===== src/rtl/book_snapshot_tx_if.sv =====
// Stream bus carrying book snapshot beats from the transmitter to the host/DMA path.
// Each beat is a 64-bit payload with valid/ready flow control and an end-of-frame marker.
interface book_snapshot_tx_if;
  logic [63:0] tdata;
  logic        tvalid;
  logic        tready;
  logic        tlast;

  modport master (output tdata, output tvalid, output tlast, input tready);
  modport slave  (input tdata, input tvalid, input tlast, output tready);
endinterface


===== src/rtl/book_snapshot_tx.sv =====
// Bid-side order book snapshot transmitter.
// A request freezes all N levels. The frame is one header beat followed by one
// {price,quantity} beat per non-empty level, in ascending level order.
// One request that arrives mid-frame is queued; any further ones are counted as dropped.
module book_snapshot_tx #(
  parameter int          N     = 10,
  parameter logic [15:0] MAGIC = 16'hB00C,
  parameter int          CNT_W = 8
) (
  input  logic                 clk,
  input  logic                 rst,
  input  logic [N-1:0][31:0]   bidprices_in,
  input  logic [N-1:0][31:0]   bidquantities_in,
  input  logic                 snap_req,
  book_snapshot_tx_if.master   master,
  output logic                 busy,
  output logic [CNT_W-1:0]     dropped_reqs
);

  typedef enum logic [1:0] {IDLE, HDR, LVL} state_t;

  state_t               state_q, state_d;
  logic [N-1:0][31:0]   price_q, price_d;
  logic [N-1:0][31:0]   qty_q, qty_d;
  logic [N-1:0]         mask_q, mask_d;
  logic [3:0]           count_q, count_d;
  logic [3:0]           ptr_q, ptr_d;
  logic [15:0]          seq_q, seq_d;
  logic                 pending_q, pending_d;
  logic [CNT_W-1:0]     dropped_q, dropped_d;
  logic [63:0]          tdata_q, tdata_d;
  logic                 tvalid_q, tvalid_d;
  logic                 tlast_q, tlast_d;
  logic                 busy_q, busy_d;

  logic [N-1:0]         live_mask;
  logic [3:0]           live_count;
  logic                 handshake;
  logic                 final_hs;
  logic                 start;

  function automatic logic [3:0] lowest_idx(input logic [N-1:0] m);
    lowest_idx = '0;
    for (int i = N - 1; i >= 0; i--) begin
      if (m[i]) lowest_idx = 4'(i);
    end
  endfunction

  function automatic logic [3:0] highest_idx(input logic [N-1:0] m);
    highest_idx = '0;
    for (int i = 0; i < N; i++) begin
      if (m[i]) highest_idx = 4'(i);
    end
  endfunction

  function automatic logic [3:0] popcount(input logic [N-1:0] m);
    popcount = '0;
    for (int i = 0; i < N; i++) begin
      popcount = popcount + {3'b000, m[i]};
    end
  endfunction

  // Next state, next latched book and next registered outputs in one place.
  always_comb begin
    state_d   = state_q;
    price_d   = price_q;
    qty_d     = qty_q;
    mask_d    = mask_q;
    count_d   = count_q;
    ptr_d     = ptr_q;
    seq_d     = seq_q;
    pending_d = pending_q;
    dropped_d = dropped_q;
    tdata_d   = tdata_q;
    tvalid_d  = tvalid_q;
    tlast_d   = tlast_q;

    for (int i = 0; i < N; i++) begin
      live_mask[i] = (bidquantities_in[i] != 32'd0);
    end
    live_count = popcount(live_mask);

    handshake = tvalid_q && master.tready;
    final_hs  = handshake && tlast_q;
    start     = ((state_q == IDLE) && snap_req) ||
                (final_hs && (pending_q || snap_req));

    // The sequence number advances when a header is accepted. A back-to-back
    // header that follows a header-only frame must already carry the new value.
    if ((state_q == HDR) && handshake) seq_d = seq_q + 16'd1;

    if (start) begin
      price_d   = bidprices_in;
      qty_d     = bidquantities_in;
      mask_d    = live_mask;
      count_d   = live_count;
      pending_d = 1'b0;
      state_d   = HDR;
      tvalid_d  = 1'b1;
      tlast_d   = (live_count == 4'd0);
      tdata_d   = {MAGIC, seq_d, 28'd0, live_count};
    end else begin
      if (snap_req && (state_q != IDLE)) begin
        if (!pending_q) begin
          pending_d = 1'b1;
        end else if (dropped_q != {CNT_W{1'b1}}) begin
          dropped_d = dropped_q + CNT_W'(1);
        end
      end

      case (state_q)
        HDR: begin
          if (handshake) begin
            if (count_q != 4'd0) begin
              state_d = LVL;
              ptr_d   = lowest_idx(mask_q);
              tdata_d = {price_q[ptr_d], qty_q[ptr_d]};
              tlast_d = (ptr_d == highest_idx(mask_q));
            end else begin
              state_d  = IDLE;
              tvalid_d = 1'b0;
              tlast_d  = 1'b0;
            end
          end
        end
        LVL: begin
          if (handshake) begin
            mask_d[ptr_q] = 1'b0;
            if (tlast_q) begin
              state_d  = IDLE;
              tvalid_d = 1'b0;
              tlast_d  = 1'b0;
            end else begin
              ptr_d   = lowest_idx(mask_d);
              tdata_d = {price_q[ptr_d], qty_q[ptr_d]};
              tlast_d = (ptr_d == highest_idx(mask_d));
            end
          end
        end
        default: ;
      endcase
    end

    busy_d = (state_d != IDLE);
  end

  // State, latched snapshot and all outputs are registered; reset abandons any frame.
  always_ff @(posedge clk or posedge rst) begin
    if (rst) begin
      state_q   <= IDLE;
      price_q   <= '0;
      qty_q     <= '0;
      mask_q    <= '0;
      count_q   <= '0;
      ptr_q     <= '0;
      seq_q     <= '0;
      pending_q <= 1'b0;
      dropped_q <= '0;
      tdata_q   <= '0;
      tvalid_q  <= 1'b0;
      tlast_q   <= 1'b0;
      busy_q    <= 1'b0;
    end else begin
      state_q   <= state_d;
      price_q   <= price_d;
      qty_q     <= qty_d;
      mask_q    <= mask_d;
      count_q   <= count_d;
      ptr_q     <= ptr_d;
      seq_q     <= seq_d;
      pending_q <= pending_d;
      dropped_q <= dropped_d;
      tdata_q   <= tdata_d;
      tvalid_q  <= tvalid_d;
      tlast_q   <= tlast_d;
      busy_q    <= busy_d;
    end
  end

  assign master.tdata  = tdata_q;
  assign master.tvalid = tvalid_q;
  assign master.tlast  = tlast_q;
  assign busy          = busy_q;
  assign dropped_reqs  = dropped_q;

endmodule


===== src/flat_wrapper.sv =====
// flat-port wrapper written by rule: the top's interface ports become plain ports
module book_snapshot_tx_flat 
#(
  parameter int          N     = 10,
  parameter logic [15:0] MAGIC = 16'hB00C,
  parameter int          CNT_W = 8
)
  (clk, rst, bidprices_in, bidquantities_in, snap_req, busy, dropped_reqs, master_tdata, master_tvalid, master_tlast, master_tready);
  book_snapshot_tx_if master_i ();
  input  logic clk;
  input  logic rst;
  input  logic [N-1:0][31:0] bidprices_in;
  input  logic [N-1:0][31:0] bidquantities_in;
  input  logic snap_req;
  output logic busy;
  output logic [CNT_W-1:0] dropped_reqs;
  output wire logic [$bits(master_i.tdata)-1:0] master_tdata;
  output wire logic [$bits(master_i.tvalid)-1:0] master_tvalid;
  output wire logic [$bits(master_i.tlast)-1:0] master_tlast;
  input wire logic [$bits(master_i.tready)-1:0] master_tready;
  assign master_tdata = master_i.tdata;
  assign master_tvalid = master_i.tvalid;
  assign master_tlast = master_i.tlast;
  assign master_i.tready = master_tready;
  book_snapshot_tx #(.N(N), .MAGIC(MAGIC), .CNT_W(CNT_W)) u_core (.clk(clk), .rst(rst), .bidprices_in(bidprices_in), .bidquantities_in(bidquantities_in), .snap_req(snap_req), .master(master_i), .busy(busy), .dropped_reqs(dropped_reqs));
endmodule

===== config.mk =====
export PLATFORM = sky130hd
export DESIGN_NAME = book_snapshot_tx_flat
export DESIGN_NICKNAME = d
export VERILOG_FILES = /design/src/rtl/book_snapshot_tx_if.sv /design/src/rtl/book_snapshot_tx.sv /design/src/flat_wrapper.sv
export SDC_FILE = /design/constraint.sdc
export NUM_CORES = 2
export LEC_CHECK = 0
export ABC_AREA = 1
export CORE_AREA = 2 2 375 377
export DETAILED_ROUTE_END_ITERATION = 10
export DIE_AREA = 0 0 377 379
export HOLD_SLACK_MARGIN = 0.12
export PLACE_DENSITY = 0.57
export RECOVER_POWER = 100
export SYNTH_ARGS = -nofsm -noshare
export SYNTH_HDL_FRONTEND = slang
export SYNTH_SLANG_ARGS = --single-unit

===== constraint.sdc =====
create_clock -name clk -period 23.5 [get_ports clk]
set_input_delay 3.525 -clock clk [delete_from_list [all_inputs] [get_ports clk]]
set_output_delay 3.525 -clock clk [all_outputs]
set_load 0.01 [all_outputs]

==> flow_summary_export.csv <==
group,metric,value,unit
sta,fin_tns_setup,0,ps
sta,final_max_slew_viol_count,1246,
critical_path,regToRegSetupSlack,11720,ps
cells_and_area,drive_above_1_share,0.0411,
route,first_pass_iters,7,
route,via_per_inst,5.30,
pwr,p_leak,24.5,nW
route,drc,0,
cells_and_area,regArea,18800,um2
route,ant_nets,0,
placement,place_area,49700,um2
floorplanning,rows,137,
cells_and_area,instances_no_fill,8164,
synthesis,netlist_area,41400,um2
synthesis,synth_cell_types,46,
synthesis,syn_nets,6452,
synthesis,synth-edff-count,0,
cells_and_area,areaGrowthSynthToFinish,28.0,%
sta,period_share,0.632,
clock_network,post_cts_resized,0,
floorplanning,die_h,379,um
critical_path,reg2regPathDepth,6,
critical_path,worstPathRequired,23910,ps
run_status,violations,"max-capacitance violations, max-slew violations",
clock_network,ctsHoldBuffers,0,
floorplanning,dieArea,143000,um2
sta,rsz0062_at_grt,"false",
sta,timing.fmax,67.3,MHz
synthesis,ys_seq_elements,752,
cells_and_area,fin_area,53000,um2
clock_network,cts_tree,"built",
run,cap_violations,18,
global_route,antenna_found_initial,49,
sta,hold_violations,0,
synthesis,synth-main-ff-cell,"dfrtp_1",
cells_and_area,multi_input_area,19500,um2
critical_path,critPathKind,"input port to register",
sta,min_period,14850,ps
critical_path,start_kind,"input port",
floorplanning,die_w,377,um
global_route,grt_start_max_net_pins,239,
placement,hpwlAfterDp,150,mm
clock_network,numCtsBuffers,93,
clock_network,cts_sinks,752,
global_route,first_global_vias,42037,
global_route,grt_usage,0.287,
pwr,vdd_drop_max,0.000171,V
clock_network,cts_buffer_depth,3,
global_route,grt_first_pass_wirelength,298,mm
synthesis,yosysWarnings,0,
placement,io_buffer_count,718,
clock_network,path_clk_slew,60,ps
synthesis,async_reset_ff_frac,1.00,
run_status,status,"finished with violations",
route,wirelength,210,mm
worst_hold_path,hold_depth,1,
critical_path,reg2reg_from,"u_core.pending_q$_DFFE_PP0P_",
route,wl_per_cell,25.8,um
cells_and_area,nNetsFinal,6919,
worst_hold_path,min_to,"u_core.seq_q[15]$_DFF_PP0_",
route,vias,43274,
sta,slew_headroom,-4.95,
cells_and_area,layout_common_cells,"2,212 x nand2_1, 752 x dfrtp_1, 640 x clkdlybuf4s50_1",
placement,place_congestion,0.960,
cells_and_area,final_common_cell,"nand2_1",
critical_path,reg2reg_to,"u_core.qty_q[133]$_DFFE_PP0N_",
placement,place_inst,7971,
synthesis,syn_inst,5792,
pwr,power.density,164,nW/um2
critical_path,critPathMaxFanout,141,
critical_path,cp.arrival,15260,ps
worst_hold_path,hold_class,"register to register",
floorplanning,core_region_area,139000,um2
sta,setup_viol,0,
route,dr.first_iter.drc_count,4890,
sta,whs,464,ps
clock_network,postCtsSetupRepairBufs,0,
sta,fin_skew,28.8,ps
critical_path,critPathCaptureType,"register",
synthesis,avgSynthCellArea,7.15,um2
clock_network,cts_root_buf,"clkbuf_16",
clock_network,clk_latency,710,ps
floorplanning,start_util,0.298,
floorplanning,io_pins,719,
worst_hold_path,min_from,"u_core.seq_q[15]$_DFF_PP0_",
sta,worstMarginPinSlew,8930,ps
global_route,overflow,0,
cells_and_area,fillerInstances,14439,
clock_network,htreeDepth,3,
synthesis,seq_area_frac_synth,0.455,
kinds of logic after synthesis:
kind of cell | Yosys count | synth area share
and+or+nand+nor | 3026 | 0.299
AOI/OAI and AO/OA | 1196 | 0.158
buffers and inverters | 780 | 0.0771
DFF | 752 | 0.455
xor gates and xnor gates | 22 | 0.00465
adders and majority gates | 16 | 0.00592
registers in the layout (all words and copies together), names as in the netlist:
name                  cells
u_core.price_q          320
u_core.qty_q            320
u_core.master.tdata      64
u_core.seq_q             16
u_core.mask_q            10
u_core.dropped_reqs       8
u_core.count_q            4
u_core.ptr_q              4
u_core.state_q            2
u_core.busy               1
u_core.master.tlast       1
u_core.master.tvalid      1
u_core.pending_q          1
how the worst max path moves through the flow:
stage                               startpoint                              end  slack, ps  cells after the start
after floorplan                            rst            u_core.busy$_DFF_PP0_       9670                      1
after global placement    bidquantities_in[17]  u_core.master.tlast$_DFFE_PP0P_      14360                     17
after detailed placement  bidquantities_in[17]  u_core.master.tlast$_DFFE_PP0P_      14380                     17
after CTS                 bidquantities_in[17]  u_core.master.tlast$_DFFE_PP0P_      15130                     17
after global routing                       rst    u_core.qty_q[224]$_DFFE_PP0N_       7520                      4
final                                 snap_req    u_core.qty_q[133]$_DFFE_PP0N_       8650                      7
critical path: stages:
cell	delay, ps
dlygate4sd3_1	590
o21ai_0	1670
clkinvlp_2	4660
clkbuf_1	2320
clkbuf_1	1480
nand2_1	690
o21ai_0	150
report_power, final:
part           switching [W]  total, W  leakage (nW)  internal (W)
Combinational        0.00337   0.00473          13.6       0.00136
Clock               0.000626   0.00158          1.64      0.000955
Sequential          0.000448   0.00236          9.31       0.00191
metrics by stage:
stage	utilization	setup slack (ps)	total power, W
finish	0.382	8650	0.00867
global route	0.381	7520	0.00923
CTS	0.382	15130	0.00865
detailed placement	0.358	14380	0.00704
global placement	0.358	14360	0.00699
floorplan	-	9670	0.00520
routing by layer:
| metal | vias to the layer above | routed length [um] | global-route usage |
|---|---|---|---|
| met5 | - | 190 | 0 |
| met4 | 32 | 14100 | 0.176 |
| met3 | 438 | 16100 | 0.0562 |
| met2 | 2030 | 101000 | 0.482 |
| met1 | 20797 | 79000 | 0.338 |
| li1 | 19977 | - | - |
area by class of cell:
type | count | share of cell area
Multi-Input combinational cell | 4260 | 0.367
Antenna cell | 25 | 0.00118
Tap cell | 1807 | 0.0427
Timing Repair Buffer | 780 | 0.145
Clock inverter | 35 | 0.00952
Inverter | 372 | 0.0266
Clock buffer | 133 | 0.0527
Sequential cell | 752 | 0.355
synth_stat cells (all sizes together), types with 23 or more instances:
| cell type | number | area [um2] |
|---|---|---|
| nand2 | 2218 | 8340 |
| dfrtp | 752 | 18800 |
| o21ai | 665 | 3340 |
| nand3 | 484 | 2430 |
| inv | 372 | 1400 |
| a21oi | 292 | 1460 |
| clkbuf | 257 | 965 |
| o211ai | 175 | 1310 |
| nor2 | 165 | 634 |
| buf | 151 | 827 |
| nor4 | 75 | 469 |
| nand4 | 42 | 263 |
| o22ai | 23 | 144 |
No activity file was read; power rests on OpenSTA's default activity.
